==> config.mk <==
export PLATFORM = sky130hd
export DESIGN_NAME = tog_pulse_rx
export DESIGN_NICKNAME = d
export VERILOG_FILES = /design/src/rtl/tog_pulse_rx.sv
export SDC_FILE = /design/constraint.sdc
export NUM_CORES = 1
export LEC_CHECK = 0
export CAP_MARGIN = 40
export CORE_MARGIN = 10
export CORE_UTILIZATION = 30
export CTS_CLUSTER_SIZE = 40
export DETAILED_ROUTE_END_ITERATION = 12
export DONT_BUFFER_PORTS = 1
export PLACE_DENSITY_LB_ADDON = 0.15
export SYNTH_ARGS = -nofsm -noshare
export SYNTH_HDL_FRONTEND = slang
export SYNTH_SLANG_ARGS = --single-unit
==> constraint.sdc <==
create_clock -name clk -period 1.6 [get_ports clk]
set_input_delay 0.48 -clock clk [delete_from_list [all_inputs] [get_ports clk]]
set_output_delay 0.48 -clock clk [all_outputs]
set_load 0.005 [all_outputs]
==> src/rtl/tog_pulse_rx.sv <==
// Receive end of a toggle-encoded event link: synchronise, detect level changes,
// and queue the resulting events behind a valid/ready pop with overrun tracking.
module tog_pulse_rx #(
  parameter int unsigned SYNC_STAGES = 2,
  parameter int unsigned CNT_W       = 8,
  parameter int unsigned PEND_W      = 3
) (
  input  logic              clk,
  input  logic              reset,
  input  logic              tog_in,
  input  logic              en,
  input  logic              clr_overrun,
  input  logic              evt_ready,
  output logic              evt_pulse,
  output logic              evt_valid,
  output logic [PEND_W-1:0] pend_cnt,
  output logic [CNT_W-1:0]  evt_total,
  output logic              overrun,
  output logic              tog_level
);

  localparam int unsigned       ARM_W    = $clog2(SYNC_STAGES + 1);
  localparam logic [ARM_W-1:0]  ARM_LAST = ARM_W'(SYNC_STAGES);
  localparam logic [PEND_W-1:0] PEND_MAX = '1;

  typedef enum logic {
    ARM,
    RUN
  } state_t;

  state_t                 state;
  logic [ARM_W-1:0]       arm_cnt;
  logic [SYNC_STAGES-1:0] sync_q;
  logic                   prev;

  logic push;
  logic pop;
  logic full;
  logic ovr_set;

  assign tog_level = sync_q[SYNC_STAGES-1];
  assign evt_valid = (pend_cnt != '0);

  // Queue controls: the registered pulse is the push.
  assign push    = evt_pulse;
  assign pop     = evt_valid & evt_ready;
  assign full    = (pend_cnt == PEND_MAX);
  assign ovr_set = push & full & ~pop;

  always_ff @(posedge clk) begin
    if (reset) begin
      state     <= ARM;
      arm_cnt   <= '0;
      sync_q    <= '0;
      prev      <= 1'b0;
      evt_pulse <= 1'b0;
      pend_cnt  <= '0;
      evt_total <= '0;
      overrun   <= 1'b0;
    end else begin
      sync_q <= {sync_q[SYNC_STAGES-2:0], tog_in};
      prev   <= tog_level;

      // ARM lets prev settle onto the synchronised level before detecting edges.
      case (state)
        ARM: begin
          evt_pulse <= 1'b0;
          if (arm_cnt == ARM_LAST) begin
            state <= RUN;
          end else begin
            arm_cnt <= arm_cnt + ARM_W'(1);
          end
        end
        RUN: begin
          evt_pulse <= en & (tog_level ^ prev);
        end
        default: begin
          state     <= ARM;
          evt_pulse <= 1'b0;
        end
      endcase

      case ({push, pop})
        2'b10: if (!full) pend_cnt <= pend_cnt + PEND_W'(1);
        2'b01: pend_cnt <= pend_cnt - PEND_W'(1);
        default: pend_cnt <= pend_cnt;
      endcase

      if (push) begin
        evt_total <= evt_total + CNT_W'(1);
      end

      // A set in the same cycle as a clear request wins.
      overrun <= ovr_set | (overrun & ~clr_overrun);
    end
  end

endmodule

==> results of run 1 <==
layout make-up:
| class | count | area [µm²] | area share [%] |
|---|---|---|---|
| sequential | 19 | 384 | 37.6 |
| multi-input combinational | 64 | 479 | 46.9 |
| timing repair buffer | 9 | 71.3 | 6.98 |
| tap | 31 | 38.8 | 3.79 |
| clock buffer | 4 | 26.3 | 2.57 |
| inverter | 6 | 22.5 | 2.20 |
cells in the final DEF (no fill, tap or decap), drive strengths merged:
cell type  synthesis  routed
nand3              3       3
nor3               2       2
and3               2       2
a21oi              4       4
nand2              4       4
o41ai              1       1
a2111oi            1       1
mux2               2       2
or3                3       3
ha                 2       2
xor2               4       4
mux2i              1       1
o21a               1       1
buf                1       9
xnor2              3       3
nand2b             1       1
nor2b              4       4
dfxtp             19      19
fa                 1       1
clkbuf             2       4
nor2              15      15
inv                6       6
nand4              4       4
o21ai              4       4
a211oi             1       1
a31oi              1       1
sequential cells by signal (all words and copies together), names as in the netlist:
register   cells
evt_total      8
sync_q         2
pend_cnt       3
evt_pulse      1
overrun        1
prev           1
arm_cnt        2
state          1
cell usage after synthesis, drive strengths merged:
library cell,instances,area [µm²]
fa,1,20.0
xor2,4,35.0
mux2i,1,10.0
a211oi,1,7.51
or3,3,23.8
xnor2,3,26.3
buf,1,11.3
clkbuf,2,7.51
mux2,2,22.5
nand3,3,20.0
nand2b,1,6.26
ha,2,25.0
inv,6,22.5
nor2b,4,32.5
nor2,15,56.3
and3,2,12.5
o21a,1,15.0
o21ai,4,20.0
a31oi,1,6.26
dfxtp,19,380
o41ai,1,8.76
a21oi,4,20.0
a2111oi,1,10.0
nor3,2,10.0
nand4,4,31.3
nand2,4,15.0
where the power goes:
group          total (mW)  internal (mW)  switching [mW]
Clock               0.239         0.0968           0.142
Combinational       0.154         0.0817          0.0718
Sequential          0.531          0.510          0.0214
Total               0.924          0.688           0.236
layer usage:
layer / global-route usage [%] / wire [µm] / vias up / part of all wire [%]
li1: - / - / 335 / -
met1: 7.75 / 784 / 297 / 44
met2: 9.93 / 844 / 12 / 47
met3: 3.50 / 156 / 2 / 8.7
met4: 3.52 / 16 / 0 / 0.89
met5: 0 / 0 / - / 0
timing repair:
action | in CTS | in global routing
setup buffers | 1 | 0
pin swaps | 5 | 2
cloned | 0 | 0
resized for setup | 5 | 4
endpoints found under the setup margin | 2 | 3
through the flow:
step,hold slack [ps],std cells,worst slack [ps],utilization (%)
2_1_floorplan,414,92,-97.1,-
3_3_place_gp,424,128,-99.2,34.4
3_5_place_dp,427,128,-129,34.4
4_1_cts,224,133,-76.6,36.5
5_1_grt,221,133,-158,37.4
6_report,247,133,-74.7,37.4
logic make-up after synthesis:
logic type | after synthesis | share of synthesized area [%]
flops | 19 | 44.4
compound gates | 13 | 10.2
fa+ha+maj | 3 | 5.26
buf+inv | 9 | 4.82
simple gates | 38 | 24.3
mux | 3 | 3.80
xor+xnor | 7 | 7.16
worst max-delay path, delay by kind of cell (launching register included):
family	cells	cell delay (ps)
AO/OA/AOI/OAI	1	240
adder cells (fa/ha/maj)	1	250
flip-flops	1	350
AND/OR/NAND/NOR	4	740
path summary, 6_finish.rpt:
| kind | from | to | slack, ps |
|---|---|---|---|
| worst min register to register | state$_SDFF_PP0_ | evt_pulse$_SDFF_PP0_ | 450 |
| worst max register to register | pend_cnt[0]$_SDFFE_PP0P_ | pend_cnt[2]$_SDFFE_PP0P_ | -70 |
| worst max-delay path | pend_cnt[0]$_SDFFE_PP0P_ | pend_cnt[2]$_SDFFE_PP0P_ | -70 |
| worst min-delay path | reset | arm_cnt[0]$_SDFFE_PP0P_ | 250 |
==> reports/qor.csv, run 1 <==
stage,metric,value,unit
timing,slew-limit-headroom,72.5,%
grt,grt_max_degree,22,
cts,postCtsHoldBufs,0,
final_layout,num_antenna_cells,0,
grt,grt_pass1_vias,608,
cts,clock_sinks,19,
detailed_routing,vias,646,
yosys,synth_nets,101,
job,cap_viol_max_count,0,
final_layout,fill_cells,291,
hold_path,hp-class,input port to register,
yosys,syn_area,856,µm²
worst_setup_path,worstPathMaxFanout,4,
die,io_pins,21,
worst_setup_path,crit_path_top_delay_cell,or3_4,
placement,placed_area,940,µm²
die,row_count,19,
timing,final_max_slew_viol_count,0,
detailed_routing,remaining_drc_errors,0,
cts,clk_latency,290,ps
cts,h-tree-depth,1,
power,leakagePower,0.382,nW
timing,hold_viol,0,
timing,setup_viol,2,
placement,gp_congestion,0.758,
final_layout,design_area,0.00102,mm²
detailed_routing,drt-wirelength-per-cell,13.5,µm
timing,fin_crit_sh,105,%
yosys,ys_ff_latch,19,
detailed_routing,viasPerCell,4.86,
timing,fin_worst_skew,2.40,ps
yosys,syn_area_per_cell,9.30,µm²
yosys,seq_area_frac_synth,44.4,%
worst_setup_path,cp-start-kind,register,
grt,antenna_found_initial,0,
die,core-area,0.00273,mm²
worst_setup_path,worst_ep_arrival_time,1870,ps
grt,grt_overflow,0,
grt,grt_usage,6.74,%
cts,path_clk_slew,110,ps
die,die_h,73.4,µm
worst_setup_path,critical-path-max-stage-delay,390,ps
worst_setup_path,worstRegToRegCells,6,
timing,fmax,597,MHz
die,die_area,0.00539,mm²
timing,setup_slack,-74.7,ps
cts,clock-root-buffer,clkbuf_4,
worst_setup_path,path_cells,"or3_4, nand3_4, fa_2, nand3_2, and3_4, a2111oi_4",
cts,cts-buffers-inserted,3,
timing,finalCriticalPeriod,1670,ps
timing,tightestPinTransition,407,ps
outcome,violations,setup timing,
placement,hpwl,1.28,mm
power,peakVddDrop,583,µV
worst_setup_path,cp-end-kind,register,
yosys,yosys_warnings,0,
worst_setup_path,crit_required,1800,ps
detailed_routing,ant_nets,0,
power,power_density,903,mW/mm²
detailed_routing,totalWireLength,1.80,mm
yosys,postSynthCellCount,92,
outcome,status,"complete, but fails checks",
die,fp.dieW,73.4,µm
detailed_routing,dr.pass1.iters,2,
cts,cts_buffer_depth,2,
final_layout,layout-drive-gt1-share,26.5,%
hold_path,worstHoldPathCells,1,
timing,finalSetupTns,-107,ps
yosys,synth.distinct_cells,32,
detailed_routing,drt_iter0_markers,19,
power,power,0.924,mW
worst_setup_path,critPathKind,register to register,
final_layout,area_growth,19.4,%
grt,grt_pass1_wl,2.90,mm
final_layout,layout.nets,112,
cts,cts_tree,built,
timing,rsz0062_at_grt,yes,
die,initial_core_util,31.3,%
placement,portBuffers,0,
Power figures use the tool's default switching activity.
==> run 2, diff against run 1 <==
==> constraint.sdc (replaced) <==
create_clock -name clk -period 1.6 [get_ports clk]
set_input_delay 0.48 -clock clk [delete_from_list [all_inputs] [get_ports clk]]
set_output_delay 0.48 -clock clk [all_outputs]
set_load 0.01 [all_outputs]
==> run 2 against run 1 <==
  * Sequential power barely moved
  * Worst setup slack got worse by 38 ps
  * The flow still finishes with violations (setup timing)
  * Register-to-register slack got worse by 40 ps
  * Non-clock buffer count rose by 6
  * Count of clock-buffer cells in the layout did not move
  * First-iteration DRC count rose by 37%
  * Worst hold slack got worse by 5.6 ps
  * Power rose by 1.8%
  * Final area rose by 6.1%
  * Wire length rose by 3.7%
  * Global-route usage rose by 0.42 points
==> reports/qor.csv, run 2 (synthesis gave the netlist of run 1 again) <==
stage,metric,value,unit
timing,rsz0062_at_grt,yes,
cts,path_clk_slew,110,ps
die,fp.dieW,73.4,µm
detailed_routing,ant_nets,0,
final_layout,largest-register,evt_total,
grt,grt_overflow,0,
cts,clock-root-buffer,clkbuf_4,
detailed_routing,wl_met1,804,µm
timing,fmax,584,MHz
outcome,violations,setup timing,
timing,setup_slack,-112,ps
worst_setup_path,crit_required,1800,ps
detailed_routing,wl_met3,172,µm
final_layout,final_cell_mix,"dfxtp_1, nor2_1, buf_4",
grt,antenna_found_initial,0,
timing,hold_viol,0,
placement,place_inst,132,
cts,cts_buffer_depth,2,
worst_setup_path,critPathKind,register to register,
placement,place_ws,-193,ps
detailed_routing,totalWireLength,1.87,mm
timing,fin_worst_skew,8.01,ps
detailed_routing,dr.pass1.iters,4,
die,io_pins,21,
die,initial_core_util,31.3,%
worst_setup_path,worst_ep_arrival_time,1910,ps
worst_setup_path,cp-end-kind,register,
worst_setup_path,r2r-end,pend_cnt[2]$_SDFFE_PP0P_,
job,cap_viol_max_count,0,
die,die_h,73.4,µm
die,die_area,0.00539,mm²
final_layout,area_growth,26.8,%
final_layout,num_antenna_cells,0,
grt,grt_max_degree,22,
cts,clk_latency,290,ps
detailed_routing,vias,679,
worst_setup_path,rrSetupSlack,-110,ps
worst_setup_path,cp-start-kind,register,
power,peakVddDrop,766,µV
worst_setup_path,crit_start,pend_cnt[1]$_SDFFE_PP0P_,
detailed_routing,wl_met2,872,µm
grt,grt_pass1_vias,624,
worst_setup_path,worstPathMaxFanout,3,
grt,grt_usage,7.16,%
final_layout,final_cells,139,
detailed_routing,viasPerCell,4.88,
timing,setup_viol,4,
cts,cts_tree,built,
final_layout,final_common_cell,dfxtp_1,
timing,finalCriticalPeriod,1710,ps
worst_setup_path,worstReg2RegStart,pend_cnt[1]$_SDFFE_PP0P_,
final_layout,largest_reg_flops,8,
placement,gp_congestion,0.783,
placement,hpwl,1.37,mm
cts,clock_sinks,19,
timing,final_max_slew_viol_count,0,
final_layout,layout.nets,118,
detailed_routing,remaining_drc_errors,0,
power,leakagePower,0.417,nW
cts,cts-buffers-inserted,3,
final_layout,utilization,39.7,%
worst_setup_path,worstRegToRegCells,6,
die,core-area,0.00273,mm²
detailed_routing,top_layer_used,met4,
timing,tightestPinTransition,413,ps
placement,portBuffers,0,
detailed_routing,drt-wirelength-per-cell,13.4,µm
final_layout,top_regs,"evt_total: 8 flops, pend_cnt: 3 flops",
outcome,status,"complete, but fails checks",
worst_setup_path,critPathCapture,pend_cnt[2]$_SDFFE_PP0P_,
cts,postCtsHoldBufs,0,
timing,fin_crit_sh,107,%
hold_path,hp-class,input port to register,
die,row_count,19,
grt,grt_pass1_wl,3.05,mm
final_layout,layout-drive-gt1-share,32.4,%
detailed_routing,drt_iter0_markers,26,
power,power,0.940,mW
power,power_density,867,mW/mm²
timing,slew-limit-headroom,72.2,%
cts,h-tree-depth,1,
[run 2: changes by cell type in the layout (fill, tap and decap cells not counted), moves of 2 or more]
cell | before | now
mux2_1 | 2 | 0
dfxtp_4 | 0 | 3
mux2_4 | 0 | 2
dfxtp_2 | 3 | 0
buf_4 | 8 | 14
[run 2: cell type report]
| type | count | area, µm² |
|---|---|---|
| multi-input combinational | 64 | 487 |
| timing repair buffer | 15 | 116 |
| tap | 31 | 38.8 |
| sequential | 19 | 392 |
| clock buffer | 4 | 26.3 |
| inverter | 6 | 25.0 |
| fill | 264 | 1650 |
[run 2: power breakdown]
group,switching [mW],leakage [nW],internal (mW)
logic,0.0801,0.245,0.0905
clock network,0.145,0.0150,0.0970
registers,0.0214,0.157,0.506
[run 2: routing by layer]
| layer | track usage (%) | up-vias |
|---|---|---|
| li1 | - | 341 |
| met5 | 0 | - |
| met3 | 4.71 | 2 |
| met4 | 2.69 | 0 |
| met1 | 8.00 | 319 |
| met2 | 10.6 | 17 |
[run 2: metrics by stage]
step	hold slack [ps]	instance area [µm²]	TNS, ps
2_1_floorplan	414	885	-125
3_3_place_gp	428	995	-118
3_5_place_dp	432	995	-193
4_1_cts	220	1070	-211
5_1_grt	205	1080	-522
6_report	241	1080	-324
[run 2: how the worst min path moves through the flow]
stage,from,slack (ps),depth (start not counted),endpoint
floorplan,sync_q[0]$_SDFF_PP0_,410,1,sync_q[1]$_SDFF_PP0_
global placement,sync_q[0]$_SDFF_PP0_,430,1,sync_q[1]$_SDFF_PP0_
detailed placement,sync_q[0]$_SDFF_PP0_,430,1,sync_q[1]$_SDFF_PP0_
CTS,reset,220,1,pend_cnt[2]$_SDFFE_PP0P_
global route,reset,200,1,evt_total[2]$_SDFFE_PP0P_
finish,reset,240,1,evt_total[7]$_SDFFE_PP0P_
[run 2: worst max-delay path: stages (launching register included)]
cell,delay (ps)
dfxtp_4,350
or3_4,410
nand3_4,100
fa_2,250
nand3_2,100
and3_4,160
a2111oi_4,250
[run 2: timing repair]
action                                  4_1_cts  5_1_grt
cloned                                        0        0
endpoints found under the setup margin        2        4
resized for setup                             5        3
pin swaps                                     5        5
buffers inserted                              2        1
==> run 3, diff against run 2 <==
SETUP_SLACK_MARGIN = 0.2   (was default)
==> run 3 against run 2 <==
  * The flow still finishes with violations (setup timing)
  * Maximum frequency fell by 2.7%
  * Register-to-register slack got worse by 30 ps
  * Cell count rose by 1.4%
  * Critical path depth fell by 3
  * Flip-flop and latch count did not move
  * Clock power fell by 2%
  * Worst hold slack got worse by 2.7 ps
  * Largest power group unchanged
==> reports/qor.csv, run 3 (synthesis gave the netlist of run 1 again) <==
stage,metric,value,unit
placement,gp_congestion,0.766,
timing,final_max_slew_viol_count,0,
placement,hpwl,1.35,mm
detailed_routing,drt-wirelength-per-cell,13.8,µm
power,cell_internal_pwr,0.708,mW
final_layout,final_cell_mix,"nor2_1, dfxtp_1, buf_6",
timing,hold_viol,0,
grt,grt_pass1_vias,702,
die,core-area,0.00273,mm²
die,row_count,19,
detailed_routing,drt_iter0_markers,37,
final_layout,area_growth,36.7,%
cts,clock_sinks,19,
detailed_routing,dr.pass1.iters,2,
final_layout,design_area,0.00117,mm²
worst_setup_path,rrSetupSlack,-140,ps
job,cap_viol_max_count,0,
cts,h-tree-depth,1,
worst_setup_path,worstPathMaxFanout,2,
grt,grt_pass1_wl,3.36,mm
grt,grt_max_degree,22,
outcome,violations,setup timing,
worst_setup_path,critPathKind,register to primary output,
power,power.switching,0.255,mW
power,clockPowerShare,24.7,%
timing,fmax,568,MHz
die,initial_core_util,31.3,%
die,fp.dieW,73.4,µm
cts,clk_latency,290,ps
power,switching_share,26.4,%
outcome,status,"complete, but fails checks",
grt,grt_usage,8.01,%
cts,cts-buffers-inserted,3,
cts,cts_tree,built,
final_layout,utilization,42.8,%
timing,setup_slack,-160,ps
final_layout,layout.nets,120,
timing,fin_worst_skew,7.24,ps
final_layout,num_antenna_cells,0,
timing,fin_crit_sh,110,%
final_layout,layout-drive-gt1-share,37.3,%
die,die_area,0.00539,mm²
timing,setup_viol,2,
power,leakagePower,0.449,nW
hold_path,hp-class,input port to register,
timing,slew-limit-headroom,77.4,%
grt,antenna_found_initial,0,
timing,finalCriticalPeriod,1760,ps
detailed_routing,ant_nets,0,
worst_setup_path,crit_required,1120,ps
placement,placed_area,1000,µm²
cts,cts_buffer_depth,2,
final_layout,top_regs,"evt_total: 8 flops, pend_cnt: 3 flops",
timing,worst_hold_slack,239,ps
die,die_h,73.4,µm
die,io_pins,21,
placement,place_ws,-163,ps
final_layout,largest_reg_flops,8,
worst_setup_path,cp-start-kind,register,
grt,grt_overflow,0,
power,combPwrFrac,20.4,%
worst_setup_path,worst_ep_arrival_time,1280,ps
power,power_density,823,mW/mm²
detailed_routing,remaining_drc_errors,0,
detailed_routing,viasPerCell,4.77,
timing,tightestPinTransition,338,ps
worst_setup_path,cp-end-kind,primary output,
final_layout,largest-register,evt_total,
timing,rsz0062_at_grt,yes,
cts,clock-root-buffer,clkbuf_4,
detailed_routing,vias,673,
power,pwr-share-seq,54.9,%
detailed_routing,totalWireLength,1.95,mm
cts,path_clk_slew,110,ps
power,peakVddDrop,481,µV
placement,portBuffers,0,
==> run 3: repair_timing <==
action                                  CTS  global route
gates resized for setup                  17             3
pin swaps                                 7             3
buffers inserted                          4             1
gates cloned                              0             0
endpoints found under the setup margin    4             7
hold buffers                              0             0
==> run 3: power by group through the flow <==
stage | Clock, mW | Sequential [mW] | Combinational, mW
floorplan | 0 | 0.539 | 0.122
global placement | 0 | 0.538 | 0.154
detailed placement | 0 | 0.539 | 0.158
CTS | 0.267 | 0.528 | 0.192
global route | 0.281 | 0.532 | 0.216
finish | 0.238 | 0.529 | 0.196
==> run 3: final cells by class <==
cell class / instances / area [µm²]
multi-input cells: 64 / 524
fillers: 277 / 1560
inverters: 6 / 25.0
repair buffers: 17 / 161
flip-flops and latches: 19 / 393
well taps: 31 / 38.8
clock inverters: 1 / 5.00
clock buffers: 3 / 22.5
==> run 3: worst paths after layout <==
kind | start | cells past startpoint | end
max | pend_cnt[1]$_SDFFE_PP0P_ | 3 | evt_valid
min | reset | 1 | pend_cnt[2]$_SDFFE_PP0P_
max reg2reg | pend_cnt[1]$_SDFFE_PP0P_ | 6 | pend_cnt[2]$_SDFFE_PP0P_
min reg2reg | state$_SDFF_PP0_ | 2 | evt_pulse$_SDFF_PP0_
==> run 3: critical path, cell delays in order (launching register included) <==
cell and delay [ps]:
dfxtp_4 360, or3_4 400, buf_6 130, buf_6 110
==> run 3: through the flow <==
stage                     setup TNS (ps)  total power, mW  instances
after floorplan                     -125            0.661         92
after global placement              -112            0.693        132
after detailed placement            -163            0.697        132
after CTS                           -327            0.987        140
after global routing                -419             1.03        141
final                               -304            0.963        141
==> run 3: layer usage <==
layer / GRT usage [%] / wire length [µm] / share of wire (%) / vias to the layer above
met1: 8.71 / 833 / 43 / 310
met2: 12.6 / 951 / 49 / 12
met3: 4.58 / 148 / 7.6 / 2
met5: 0 / 0 / 0 / -
li1: - / - / - / 349
met4: 3.11 / 16 / 0.82 / 0
